### src/rtl/fifo_read_arbiter.sv
`default_nettype none
// ============================================================================
// Module   : fifo_read_arbiter
// Brief    : Round-robin burst read scheduler for a bank of synchronous FIFOs,
//            feeding a 2-entry source-tagged output buffer.
//            Optional macro FIFO_READ_ARBITER_STRICT_EN selects fixed priority.
// Revision : 1.0 - initial release
// ============================================================================
module fifo_read_arbiter #(
   parameter  int PORTS = 4,
   parameter  int WIDTH = 8,
   parameter  int BURST = 4,
   localparam int IDXW  = (PORTS > 1) ? $clog2(PORTS) : 1
) (
   input  logic                   clock,
   input  logic                   reset,
   input  logic [PORTS-1:0]       src_req,
   output logic [PORTS-1:0]       src_dout_ready,
   input  logic [PORTS*WIDTH-1:0] src_dout,
   input  logic [PORTS-1:0]       src_dout_valid,
   output logic [WIDTH-1:0]       dout,
   output logic                   dout_valid,
   input  logic                   dout_ready,
   output logic [IDXW-1:0]        dout_source
);

   typedef enum logic [1:0] {
      ST_IDLE    = 2'd0,
      ST_BURST   = 2'd1,
      ST_RELEASE = 2'd2
   } state_t;

   localparam logic [7:0]      BURST_CNT = 8'(BURST);
   localparam logic [IDXW-1:0] LAST_IDX  = IDXW'(PORTS - 1);

   state_t            state_q, state_d;
   logic [IDXW-1:0]   ptr_q, ptr_d;
   logic [IDXW-1:0]   grant_q, grant_d;
   logic [7:0]        cnt_q, cnt_d;
   logic              inflight_q, inflight_d;
   logic [IDXW-1:0]   inflight_src_q, inflight_src_d;
   logic [1:0]        occ_q, occ_d;
   logic [WIDTH-1:0]  hd_data_q, hd_data_d, tl_data_q, tl_data_d;
   logic [IDXW-1:0]   hd_src_q, hd_src_d, tl_src_q, tl_src_d;

   logic              pop, push, miss, credit, strobe, any_req;
   logic [2:0]        committed;
   logic [1:0]        occ_mid;
   logic [WIDTH-1:0]  cap_data;
   logic [IDXW-1:0]   rr_pick;

   assign dout_valid  = (occ_q != 2'd0);
   assign dout        = hd_data_q;
   assign dout_source = hd_src_q;
   assign pop         = dout_valid & dout_ready;
   assign push        = inflight_q & src_dout_valid[inflight_src_q];
   assign miss        = inflight_q & ~src_dout_valid[inflight_src_q];
   assign any_req     = |src_req;

   // Words already owed to the buffer: a new strobe is legal only if its
   // word will still find a free slot when it lands next cycle.
   assign committed = {1'b0, occ_q} + {2'b00, inflight_q} - {2'b00, pop};
   assign credit    = (committed < 3'd2);

   always_comb begin
      cap_data = '0;
      for (int i = 0; i < PORTS; i++) begin
         if (inflight_src_q == IDXW'(i)) begin
            cap_data = src_dout[i*WIDTH +: WIDTH];
         end
      end
   end

`ifdef FIFO_READ_ARBITER_STRICT_EN
   always_comb begin
      rr_pick = '0;
      for (int i = PORTS - 1; i >= 0; i--) begin
         if (src_req[i]) begin
            rr_pick = IDXW'(i);
         end
      end
   end
`else
   logic [IDXW:0] rr_sum;
   logic          rr_found;

   always_comb begin
      rr_pick  = '0;
      rr_found = 1'b0;
      rr_sum   = '0;
      for (int i = 0; i < PORTS; i++) begin
         rr_sum = {1'b0, ptr_q} + (IDXW+1)'(i);
         if (rr_sum >= (IDXW+1)'(PORTS)) begin
            rr_sum = rr_sum - (IDXW+1)'(PORTS);
         end
         if (!rr_found && src_req[rr_sum[IDXW-1:0]]) begin
            rr_found = 1'b1;
            rr_pick  = rr_sum[IDXW-1:0];
         end
      end
   end
`endif

   always_comb begin
      state_d = state_q;
      ptr_d   = ptr_q;
      grant_d = grant_q;
      cnt_d   = cnt_q;
      strobe  = 1'b0;
      unique case (state_q)
         ST_IDLE: begin
            if (any_req) begin
               grant_d = rr_pick;
               cnt_d   = '0;
               state_d = ST_BURST;
            end
         end
         ST_BURST: begin
            // A miss means the hint was stale: give the grant up at once.
            if (!src_req[grant_q] || (miss && (inflight_src_q == grant_q))) begin
               state_d = ST_RELEASE;
            end else if (credit) begin
               strobe = 1'b1;
               cnt_d  = cnt_q + 8'd1;
               if (cnt_q + 8'd1 == BURST_CNT) begin
                  state_d = ST_RELEASE;
               end
            end
         end
         ST_RELEASE: begin
`ifdef FIFO_READ_ARBITER_STRICT_EN
            ptr_d = ptr_q;
`else
            ptr_d = (grant_q == LAST_IDX) ? '0 : grant_q + IDXW'(1);
`endif
            state_d = ST_IDLE;
         end
         default: begin
            state_d = ST_IDLE;
         end
      endcase
   end

   always_comb begin
      src_dout_ready = '0;
      if (strobe) begin
         src_dout_ready[grant_q] = 1'b1;
      end
   end

   assign inflight_d     = strobe;
   assign inflight_src_d = strobe ? grant_q : inflight_src_q;

   always_comb begin
      hd_data_d = hd_data_q;
      hd_src_d  = hd_src_q;
      tl_data_d = tl_data_q;
      tl_src_d  = tl_src_q;
      occ_mid   = occ_q - {1'b0, pop};
      if (pop) begin
         hd_data_d = tl_data_q;
         hd_src_d  = tl_src_q;
      end
      if (push) begin
         if (occ_mid == 2'd0) begin
            hd_data_d = cap_data;
            hd_src_d  = inflight_src_q;
         end else begin
            tl_data_d = cap_data;
            tl_src_d  = inflight_src_q;
         end
      end
      occ_d = occ_mid + {1'b0, push};
   end

   always_ff @(posedge clock) begin
      if (reset) begin
         state_q        <= ST_IDLE;
         ptr_q          <= '0;
         grant_q        <= '0;
         cnt_q          <= '0;
         inflight_q     <= 1'b0;
         inflight_src_q <= '0;
         occ_q          <= '0;
         hd_data_q      <= '0;
         hd_src_q       <= '0;
         tl_data_q      <= '0;
         tl_src_q       <= '0;
      end else begin
         state_q        <= state_d;
         ptr_q          <= ptr_d;
         grant_q        <= grant_d;
         cnt_q          <= cnt_d;
         inflight_q     <= inflight_d;
         inflight_src_q <= inflight_src_d;
         occ_q          <= occ_d;
         hd_data_q      <= hd_data_d;
         hd_src_q       <= hd_src_d;
         tl_data_q      <= tl_data_d;
         tl_src_q       <= tl_src_d;
      end
   end

endmodule
`default_nettype wire
### config.mk
export PLATFORM = sky130hd
export DESIGN_NAME = fifo_read_arbiter
export DESIGN_NICKNAME = d
export VERILOG_FILES = /design/src/rtl/fifo_read_arbiter.sv
export SDC_FILE = /design/constraint.sdc
export NUM_CORES = 1
export LEC_CHECK = 0
export BUFFER_PORTS_ARGS = -buffer_cell sky130_fd_sc_hd__buf_2
export CAP_MARGIN = 20
export CORE_MARGIN = 1
export CORE_UTILIZATION = 30
export CTS_CLUSTER_DIAMETER = 150
export DETAILED_ROUTE_END_ITERATION = 10
export PLACE_DENSITY_LB_ADDON = 0.1
export SETUP_SLACK_MARGIN = 0.5
export SLEW_MARGIN = 25
export SYNTH_ARGS = -nofsm -noshare
export SYNTH_HDL_FRONTEND = slang
export SYNTH_SLANG_ARGS = --single-unit
export TNS_END_PERCENT = 50
### constraint.sdc
create_clock -name clock -period 3.2 [get_ports clock]
set_input_delay 0.48 -clock clock [delete_from_list [all_inputs] [get_ports clock]]
set_output_delay 0.48 -clock clock [all_outputs]
set_load 0.05 [all_outputs]
======== After elaboration in Yosys (flattened, before gate mapping) ========
Index checks and enable logic that the tools add are counted.
operators by class
  $add $sub $neg .......................... 13
  magnitude comparators ................... 12
  eq/ne operators ......................... 13
  mux-type cells .......................... 49
  bitwise logic cells ..................... 5
  reductions and logical operators ........ 20
operators with widths
  cell                   count
  $mux W8                10
  $mux W2                16
  $lt A2 B3 Y1 const B   6
  $pmux W8 S2            1
  $mux W1                13
  $bmux W1 S2            6
  $ge A3 B3 Y1 const B   3
  $add A8 B1 Y8 const B  1
  $eq A2 B2 Y1 const B   4
  $eq A8 B3 Y1 const B   1
  $sub A2 B1 Y2 const B  4
  $add A2 B2 Y3 const B  2
  $logic_not A2 Y1       3
  $ne A2 B2 Y1 const B   3
  $ne A3 B3 Y1 const B   2
  $logic_and A1 B1 Y1    5
  $eq A2 B1 Y1 const B   2
  $logic_not A1 Y1       4
  $mux W4                1
  $pmux W2 S2            1
  $reduce_and A2 Y1      2
  $reduce_and A4 Y1      1
  $reduce_bool A2 Y1     2
  $reduce_or A4 Y1       1
  other kinds (15)       18
storage, ports and cells
  register bits after elaboration ......... 39
  bits of input ports ..................... 43
  output and inout bits ................... 15
  logic and storage cells ................. 123

======== Depth between registers and ports, before layout ========
  depth in word-level cells ............... 14
  gate-level depth with buffers ........... 10
  depth with buffers taken out ............ 9

======== Worst setup path after synthesis ========
No wires, ideal clock.
  path type ............................... in2out
  start point ............................. input dout_ready
  end point ............................... output src_dout_ready[0]
  arrival ................................. 2241 ps
  required time ........................... 2720 ps
  setup slack ............................. 479 ps
  stages on the path ...................... 7
  path buffers ............................ 0
  path through ............................ nand3b_1 > o21ai_0 > and2_1 > fa_1 > xor2_1 > and4b_4 > and3_1
on the way
  cells in the longest elaborated chain, start to end .. 7
ends and longest elaborated chain
  element        line  source
  from (decl)    23    input logic dout_ready,
  $and A1 B1 Y1  55    assign pop = dout_valid & dout_ready;
  $sub A3 B1 Y3  62    assign committed = {1'b0, occ_q} + {2'b00, inflight_q} - {2'b00, pop};
  $lt A3 B2 Y1   63    assign credit = (committed < 3'd2);
  $mux W1        122   end else if (credit) begin
  $mux W1        120   if (!src_req[grant_q] || (miss && (inflight_src_q == grant_q))) begin
  $mux W1        110   unique case (state_q)
  $mux W4        146   if (strobe) begin
  to (decl)      18    output logic [PORTS-1:0] src_dout_ready,
Every way passes these cells.

======== Worst setup path after layout ========
  start point ............................. register occ_q[0]
  end point ............................... output src_dout_ready[3]
on the way
  cells in the longest elaborated chain, start to end .. 8
  elaborated cells on any way between the ends .. 9
  classes of those cells .................. add/sub (2); order compare (1); mux (4); bitwise (1); reduce/logical (1)
ends and longest elaborated chain
  element                                                line  source
  from (decl)                                            42    logic [1:0] occ_q, occ_d;
  from (signal assigned)                                 184   occ_q <= '0;
  from (signal assigned)                                 196   occ_q <= occ_d;
  branches (longest 2 deep; another with $add A2 B1 Y3)  n/a
  $sub A3 B1 Y3 (*)                                      62
  $lt A3 B2 Y1 (*)                                       63
  $mux W1 (*)                                            122
  $mux W1 (*)                                            120
  $mux W1 (*)                                            110
  $mux W4 (*)                                            146
Mark *: on every way between the ends.

==> results.sh <==
export IMPL_maximum_number_of_pins_on_one_net_before_global_route_repair=37
export IMPL_final_hold_viol_count=0
export IMPL_syn_area_um2=2247
export IMPL_sequentialPowerShare=0.484
export IMPL_mostFrequentLayoutCell="buf_2"
export IMPL_cp_data_required_time_ns=2.72
export IMPL_cts_htree_levels=2
export IMPL_grt_usage=0.1428
export IMPL_total_switching_power_mw=0.3200
export IMPL_setup_worst_path_class="reg2out"
export IMPL_route_final_wire_length_um=5175
export IMPL_number_of_clock_buffers_inserted_by_tritoncts=5
export IMPL_totalPowerFinal_mw=1.060
export IMPL_fmax_mhz=372.9
export IMPL_synthesis_yosys_warnings=0
export IMPL_design_portCount=58
export IMPL_die_area_um2=7840
export IMPL_first_global_vias=1822
export IMPL_layout_common_cells="buf_2, dfxtp_1, nor2_1, mux2i_1, nand2_1"
export IMPL_insertedDiodeCount=0
export IMPL_yosys_register_bits=39
export IMPL_globalplace_congestion=0.7382
export IMPL_grt_antenna_before_repair=0
export IMPL_worst_setup_sp_type="flip-flop"
export IMPL_worst_pin_slew_ns=0.6292
export IMPL_fin_skew_ns=0.006023
export IMPL_synth_yosys_seq_area_share=0.3474
export IMPL_period_needed_ns=2.681
export IMPL_p_int_mw=0.7399
export IMPL_cts_hold_buf=0
export IMPL_synthCells=228
export IMPL_placementRows=31
export IMPL_slew_limit_headroom=0.5795
export IMPL_grt_pass1_wl_um=8549
export IMPL_power_share_combinational=0.193
export IMPL_setup_repair_after_global_routing_missed_its_margin="yes"
export IMPL_ctsRootBufferMaster="clkbuf_8"
export IMPL_via_density=4.882
export IMPL_finalCritPeriodShare=0.8379
export IMPL_fin_setup_tns_ns=0
export IMPL_tritoncts_clock_tree="yes"
export IMPL_ant_nets=0
export IMPL_postSynth_topFlopCell="dfxtp_1"
export IMPL_synth_enable_flop_cells=0
export IMPL_fin_nets=342
export IMPL_initial_core_util=0.3098
export IMPL_area_sequential_um2=783.3
export IMPL_clk_insertion_delay_late_ns=0.30
export IMPL_crit_path_end_kind="primary output"
export IMPL_power_static_leakage_nw=1.305
export IMPL_drtPass1Iterations=4
export IMPL_grt_ovfl_total=0
export IMPL_power_share_switching=0.3019
export IMPL_report_final_setup_viol=0
export IMPL_post_synth_cell_area_avg_um2=9.856
export IMPL_multi_input_gate_area_um2=1410
export IMPL_post_route_drc_count=0
export IMPL_synth_distinct_cells=43
export IMPL_share_of_post_route_cells_with_drive_strength_above_1=0.3677
export IMPL_die_height_um=88.55
export IMPL_drv_cap=0
export IMPL_fillCellCount=770
export IMPL_wl_per_cell_um=13.27
export IMPL_vdd_ir_drop_worst_mv=0.1781
export IMPL_die_x_um=88.55
export IMPL_holdCritPathClass="reg2reg"
export IMPL_arrival_ns=2.20
export IMPL_power_density_nw_per_um2=374.6
export IMPL_critPathMaxFanout=5
export IMPL_async_reset_ff_frac=0
export IMPL_syn_nets=280
export IMPL_drt_iter0_drc=45
export IMPL_p_clk_frac=0.323
export IMPL_clock_sinks=39
export IMPL_via_count=1904
export IMPL_synth_to_final_area_change_pct=25.89
export IMPL_place_hpwl_um=3629
export IMPL_clk_pin_slew_worst_paths_ns=0.08
export IMPL_floorplan_core_area_um2=7253
export IMPL_timing_max_transition_violations_final=0
export IMPL_clock_path_buffers=2
export IMPL_port_buffer_count=57
export IMPL_outcome="completed"
## layer usage
layer | global-route usage | share of wire
met2 | 0.2371 | 0.48
met1 | 0.1845 | 0.47
met5 | 0 | 0
met4 | 0.04399 | 0.014
met3 | 0.03265 | 0.040
## final timing paths
check                from                 to  slack [ns]  depth (start not counted)
min          tl_data_q[4]       tl_data_q[4]        0.50                          2
min reg2reg  tl_data_q[4]       tl_data_q[4]        0.50                          2
max reg2reg      occ_q[0]           cnt_q[5]        0.71                          9
max              occ_q[0]  src_dout_ready[3]        0.52                          7
## synthesized netlist by cell type (2+ instances only)
library cell,instances,share of area
o21ai_0,6,0.013
o22ai_1,4,0.011
nor3_1,2,0.0045
nor2_1,30,0.050
and2_1,5,0.014
mux4_2,9,0.090
nand2_1,13,0.022
a41o_1,2,0.0089
o31ai_1,2,0.0067
nand2b_1,2,0.0056
mux2i_1,25,0.11
a21oi_1,7,0.016
nor2b_1,5,0.014
o41ai_1,3,0.012
buf_4,2,0.0067
inv_1,9,0.015
o21ai_1,2,0.0045
nand3_1,4,0.0089
xnor2_1,4,0.016
or4_1,2,0.0067
clkbuf_1,4,0.0067
buf_2,2,0.0045
buf_1,3,0.0050
and3_1,7,0.019
ha_1,8,0.045
a211oi_2,11,0.061
dfxtp_1,39,0.35
## cells by family after synthesis
kind of cell	Yosys count	synth area share
simple gates	79	0.1810
compound gates	41	0.1476
flops	39	0.3474
mux	35	0.2133
buf+inv	20	0.03786
fa+ha+maj	9	0.05345
xor+xnor	5	0.01949
## power by group through the flow
stage | registers, mW | clock network [mW] | logic [mW]
after floorplan | 0.543 | 0 | 0.116
after global placement | 0.525 | 0 | 0.195
after detailed placement | 0.525 | 0 | 0.195
after CTS | 0.513 | 0.358 | 0.204
after global routing | 0.516 | 0.384 | 0.225
final | 0.513 | 0.342 | 0.204
## metrics by stage
| stage | hold slack [ns] | cells | area, µm² | worst slack [ns] | utilization |
|---|---|---|---|---|---|
| 3_3_place_gp | 0.4822 | 379 | 2653 | 0.2867 | 0.3657 |
| 4_1_cts | 0.5113 | 390 | 2798 | 0.5192 | 0.3857 |
| 2_1_floorplan | 0.4630 | 228 | 2250 | 0.4797 | - |
| 3_5_place_dp | 0.4895 | 379 | 2653 | 0.2452 | 0.3657 |
| 6_report | 0.5029 | 390 | 2829 | 0.5186 | 0.3900 |
| 5_1_grt | 0.5569 | 390 | 2829 | 0.4383 | 0.3900 |
## final cells by class
| type | instances | share of cell area |
|---|---|---|
| multi-input cells | 169 | 0.4985 |
| inverters | 9 | 0.01194 |
| well taps | 99 | 0.04379 |
| repair buffers | 66 | 0.1375 |
| clock inverters | 3 | 0.007077 |
| clock buffers | 5 | 0.02433 |
| flip-flops and latches | 39 | 0.2769 |
## sequential cells by signal, indices dropped and copies added (netlist names)
name / cells
occ_q: 2
dout: 8
grant_q: 2
cnt_q: 8
state_q: 2
ptr_q: 2
inflight_src_q: 2
dout_source: 2
inflight_q: 1
tl_data_q: 8
tl_src_q: 2
## timing repair
| action | CTS | global route |
|---|---|---|
| setup buffers | 3 | 0 |
| gates cloned | 0 | 0 |
| resized for setup | 12 | 9 |
| pin swaps | 1 | 2 |
| setup endpoints to repair | 4 | 4 |
## critical path, stage by stage, from the launching register on
cell and delay [ns]:
dfxtp_2 0.32, nand3b_1 0.19, o21ai_2 0.09, and2_4 0.16, fa_2 0.43, and4b_4 0.38, and3_4 0.19, buf_6 0.15
Power figures use the tool's default switching activity.
